`src/rtl/pipe_stage_skid.sv`:
```
// Valid/ready pipeline stage with a 2-entry skid buffer, registered in_ready, flush and lock-bus stall.
// Optional perf counters are enabled by defining PIPE_STAGE_PERF_EN.
module pipe_stage_skid #(
  parameter int                DATA_W    = 128,
  parameter logic [DATA_W-1:0] NOP_VALUE = {DATA_W{1'b0}},
  parameter int                LOCK_W    = 5,
  parameter int                STALL_BIT = 2
) (
  input  logic              clk,
  input  logic              rst,
  input  logic              flush_i,
  input  logic [LOCK_W-1:0] lock_i,
  input  logic              in_valid,
  output logic              in_ready,
  input  logic [DATA_W-1:0] in_data,
  output logic              out_valid,
  input  logic              out_ready,
  output logic [DATA_W-1:0] out_data,
  output logic [1:0]        occupancy,
  output logic [15:0]       stall_cnt,
  output logic [15:0]       bubble_cnt
);

  generate
    if (STALL_BIT < 0 || STALL_BIT >= LOCK_W) begin : g_bad_stall_bit
      $error("pipe_stage_skid: STALL_BIT must index lock_i");
    end
    if (DATA_W < 1) begin : g_bad_data_w
      $error("pipe_stage_skid: DATA_W must be at least 1");
    end
  endgenerate

  typedef enum logic [1:0] {
    EMPTY = 2'd0,
    ONE   = 2'd1,
    FULL  = 2'd2
  } state_t;

  state_t              state;
  state_t              state_nxt;
  logic                main_v;
  logic                skid_v;
  logic [DATA_W-1:0]   main_d;
  logic [DATA_W-1:0]   skid_d;
  logic                locked;
  logic                in_fire;
  logic                out_fire;
  logic                in_ready_nxt;
  logic                load_main_in;
  logic                load_main_skid;
  logic                load_skid;
  logic                unused_lock;

  // Only one bit of the shared lock bus belongs to this stage.
  assign unused_lock = ^lock_i;
  assign locked      = lock_i[STALL_BIT];

  assign main_v   = (state != EMPTY);
  assign skid_v   = (state == FULL);
  assign in_fire  = in_valid & in_ready & ~locked;
  assign out_fire = out_valid & out_ready;

  // State register: control only; payload registers below need no reset.
  always_ff @(posedge clk or posedge rst) begin
    if (rst) begin
      state    <= EMPTY;
      in_ready <= 1'b0;
    end else begin
      state    <= state_nxt;
      in_ready <= in_ready_nxt;
    end
  end

  always_comb begin
    state_nxt      = state;
    load_main_in   = 1'b0;
    load_main_skid = 1'b0;
    load_skid      = 1'b0;
    if (flush_i) begin
      state_nxt = EMPTY;
    end else if (!locked) begin
      case (state)
        EMPTY: begin
          if (in_fire) begin
            state_nxt    = ONE;
            load_main_in = 1'b1;
          end
        end
        ONE: begin
          case ({in_fire, out_fire})
            2'b11: load_main_in = 1'b1;
            2'b10: begin
              state_nxt = FULL;
              load_skid = 1'b1;
            end
            2'b01: state_nxt = EMPTY;
            default: state_nxt = ONE;
          endcase
        end
        FULL: begin
          // in_ready is low while FULL, so only a drain can happen here.
          if (out_fire) begin
            state_nxt      = ONE;
            load_main_skid = 1'b1;
          end
        end
        default: state_nxt = EMPTY;
      endcase
    end
  end

  // in_ready depends only on registered state and the lock, never on out_ready.
  assign in_ready_nxt = (state_nxt != FULL) & ~locked;

  always_ff @(posedge clk) begin
    if (load_main_in) begin
      main_d <= in_data;
    end else if (load_main_skid) begin
      main_d <= skid_d;
    end
    if (load_skid) begin
      skid_d <= in_data;
    end
  end

  always_comb begin
    out_valid = main_v & ~locked;
    out_data  = main_v ? main_d : NOP_VALUE;
    occupancy = state;
  end

`ifdef PIPE_STAGE_PERF_EN
  function automatic logic [15:0] sat_inc(input logic [15:0] v);
    return (v == 16'hFFFF) ? v : v + 16'd1;
  endfunction

  // Counters ignore flush so a cleaned pipeline still reports its history.
  always_ff @(posedge clk or posedge rst) begin
    if (rst) begin
      stall_cnt  <= 16'h0000;
      bubble_cnt <= 16'h0000;
    end else begin
      if (locked) begin
        stall_cnt <= sat_inc(stall_cnt);
      end
      if (!out_valid && !locked) begin
        bubble_cnt <= sat_inc(bubble_cnt);
      end
    end
  end
`else
  assign stall_cnt  = 16'h0000;
  assign bubble_cnt = 16'h0000;
`endif

endmodule

```
`config.mk`:
```
export PLATFORM = sky130hd
export DESIGN_NAME = pipe_stage_skid
export DESIGN_NICKNAME = d
export VERILOG_FILES = /design/src/rtl/pipe_stage_skid.sv
export SDC_FILE = /design/constraint.sdc
export NUM_CORES = 1
export LEC_CHECK = 0
export ABC_AREA = 1
export CORE_MARGIN = 1.5
export CORE_UTILIZATION = 52
export CTS_CLUSTER_DIAMETER = 30
export DETAILED_ROUTE_END_ITERATION = 12
export PLACE_DENSITY_LB_ADDON = 0.05
export SLEW_MARGIN = 20
export SYNTH_ARGS = -nofsm -noshare
export SYNTH_HDL_FRONTEND = slang
export SYNTH_SLANG_ARGS = --single-unit
```
`constraint.sdc`:
```
create_clock -name clk -period 20.1 [get_ports clk]
set_clock_uncertainty 0.05 [all_clocks]
set_input_delay 2.01 -clock clk [delete_from_list [all_inputs] [get_ports clk]]
set_output_delay 2.01 -clock clk [all_outputs]
set_load 0.05 [all_outputs]
```
==> run_results.csv <==
group,metric,value,unit
floorplan,num_rows,53,
floorplan,core-area,21000,sq um
timing,min_period,5730,ps
logic_synthesis,ys_top_cells_by_area,"edfxtp_1 (70%), inv_1 (8.9%), o21ai_1 (5.5%)",
timing,worst_pin_slew,1110,ps
setup_path,worst-path-max-fanout,85,
placed_design,dp_hpwl,13500,um
route,drtIter0Drc,359,
timing,maxSlewHeadroom,26.2,%
logic_synthesis,syn_inst,1014,
setup_path,critPathSlowestCell,"buf_4",
cts,root_buffer,"clkbuf_16",
setup_path,critPathMaxStageDelay,830,ps
timing,fin_tns_setup,0,ps
power_and_ir_drop,powerDensity,99.2,nW/um^2
setup_path,critPathKind,"flip-flop to output port",
grt,track_usage,20.2,%
setup_path,cp.arrival,3670,ps
setup_path,path_delay_family,"buffers and inverters",
finish,multiInputGateArea,1930,sq um
finish,ff_latch_area,7760,sq um
placed_design,placedInstanceArea,13700,sq um
cts,postCtsResizedCells,0,
power_and_ir_drop,p_leak,6.64,nW
grt,grt_overflow,0,
logic_synthesis,synth_top_area_share,69.5,%
route,avgViaCountPerCell,4.47,
finish,fillerInstances,1531,
route,drc,0,
logic_synthesis,yosys_warnings,0,
placed_design,place_congestion,0.754,
power_and_ir_drop,combPwrFrac,9.8,%
floorplan,ios,302,
floorplan,dieArea,22200,sq um
cts,cts_tree,"done",
setup_path,path_cells,"nor2_4, buf_4, nor2_1, clkdlybuf4s50_1",
route,dr_total_vias,7199,
grt,grt_pass1_wl,34800,um
cts,clock_latency,530,ps
finish,area_delta_synth_final,38.5,%
run_status,outcome,"finished, final reports clean",
timing,setup_viol,0,
finish,final_area,15300,sq um
cts,clkSinkCount,259,
finish,drive_gt1_share,6.38,%
cts,holdBufCountCts,0,
route,wl,22400,um
logic_synthesis,yosys-top-cells-count,"inv_1 (263), edfxtp_1 (256), nand2_1 (139)",
power_and_ir_drop,seqPwrFrac,39.8,%
setup_path,critPathCaptureType,"output port",
route,drt_first_pass_iters,5,
logic_synthesis,synth_most_common_cell,"inv_1",
power_and_ir_drop,clkPwrFrac,50.4,%
finish,fin_nets,1433,
grt,grt_antenna_before_repair,2,
floorplan,start_util,52.8,%
grt,grt_pass1_vias,7013,
logic_synthesis,avgSynthCellArea,10.9,sq um
cts,clk_pin_slew,40,ps
logic_synthesis,synth_edf_count,256,
min_path,min_path_type,"flip-flop to flip-flop",
setup_path,path_buf_inv,2,
setup_path,worstPathRequired,18040,ps
floorplan,die_w,149,um
cts,htree_num_levels,2,
cts,cts_made_buffers,50,
job,maxCapViolCount,0,
power_and_ir_drop,intPower,1.17,mW
logic_synthesis,netlist_area,11100,sq um
setup_path,startpoint_type,"flip-flop",
floorplan,die_h,149,um
timing,fin_crit_sh,28.5,%
timing,finalMaxSlewViolations,0,
power_and_ir_drop,switching_share,23.3,%
logic_synthesis,netlist.top_cell.by_area,"edfxtp_1",
logic_synthesis,async_reset_ff_share,1.16,%
logic_synthesis,ys_types,23,
route,ant_nets,0,
timing,fmaxAchievable,174,MHz
route,wl_per_cell,13.9,um
power_and_ir_drop,vdd_drop_max,0.0687,mV
cts,cts_buffer_depth,3,
logic_synthesis,ys_seq_elements,259,
timing,holdWs,475,ps
timing,hold_viol_final,0,
cts,post_cts_buffers,0,
logic_synthesis,synth-seq-area-share,70.2,%
power_and_ir_drop,switchingPower,0.354,mW
grt,grt_max_degree,257,
logic_synthesis,synthFlopType,"edfxtp_1",
placed_design,port_buffers,265,
timing,rsz0062_at_grt,"false",
flip-flops by register name, indices dropped and copies added (netlist names):
| name | count |
|---|---|
| occupancy | 2 |
| main_d | 128 |
| skid_d | 128 |
| in_ready | 1 |
path summary, 6_finish.rpt:
kind,startpoint,endpoint,slack [ps],cells past startpoint
max in group asynchronous,rst,occupancy[1],18270,2
worst min register to register,skid_d[108],main_d[108],470,2
min in group asynchronous,rst,occupancy[0],1610,2
worst max-delay path,occupancy[1],out_data[92],14370,4
worst max register to register,occupancy[1],main_d[6],15350,10
worst min-delay path,skid_d[108],main_d[108],470,2
power by group through the flow:
stage	clock network (mW)	registers (mW)	logic, mW
detailed placement	0	0.614	0.150
global route	0.805	0.605	0.160
finish	0.765	0.605	0.149
CTS	0.778	0.605	0.151
floorplan	0	0.617	0.0941
global placement	0	0.614	0.148
cells in the final DEF, fill, tap and decap left out:
cell type / instances
buf_12: 1
nand3_1: 2
clkinv_2: 7
o2111ai_4: 1
nand3_2: 1
clkinv_4: 2
clkinv_1: 11
clkbuf_1: 10
nor2_2: 1
a21oi_1: 2
and3_4: 1
nor2_4: 1
clkinvlp_4: 5
inv_6: 2
edfxtp_1: 256
nand2_1: 139
inv_1: 263
conb_1: 32
o21ai_0: 8
nand2_2: 1
buf_4: 3
diode_2: 1
bufinv_16: 4
ha_1: 2
dfrtp_1: 3
buf_6: 1
inv_2: 2
clkdlybuf4s50_1: 265
o21ai_1: 121
o21ai_4: 1
nor2_1: 132
nand4_1: 2
clkbuf_16: 51
tightest hold or removal path, stage by stage, from the launching register on:
cell and delay [ps]:
edfxtp_1 310, nand2_1 50, o21ai_1 50
stage by stage:
stage	worst slack (ps)	power (mW)	std cells	utilization, %
global placement	14390	0.762	1516	65.5
floorplan	11560	0.711	1045	-
detailed placement	14360	0.764	1516	65.5
finish	14370	1.52	1609	73.1
global route	14140	1.57	1608	73.1
CTS	14270	1.53	1608	73.1
routing by layer:
layer  vias to the layer above  GRT usage (%)  share of wire, %
met4                         2           6.88               2.2
met3                        42           8.56                11
met1                      3192           23.2                38
met5                         -              0             0.054
met2                       231           34.1                49
li1                       3732              -                 -
final cells by class:
class | instances | area share (%)
Timing Repair Buffer | 270 | 17.7
Tap cell | 275 | 2.25
Inverter | 265 | 6.49
Antenna cell | 1 | 0.0163
Multi-Input combinational cell | 447 | 12.6
Clock buffer | 61 | 8.57
Clock inverter | 31 | 1.76
Sequential cell | 259 | 50.7
logic make-up after synthesis:
logic type | Yosys count | synth area share (%)
DFF | 259 | 70.2
other | 1 | 0.0339
AOI/OAI and AO/OA | 133 | 6.21
buffers and inverters | 339 | 13.7
adders and majority gates | 2 | 0.226
and+or+nand+nor | 280 | 9.69
Note: power is estimated with default switching activity, not from simulation.
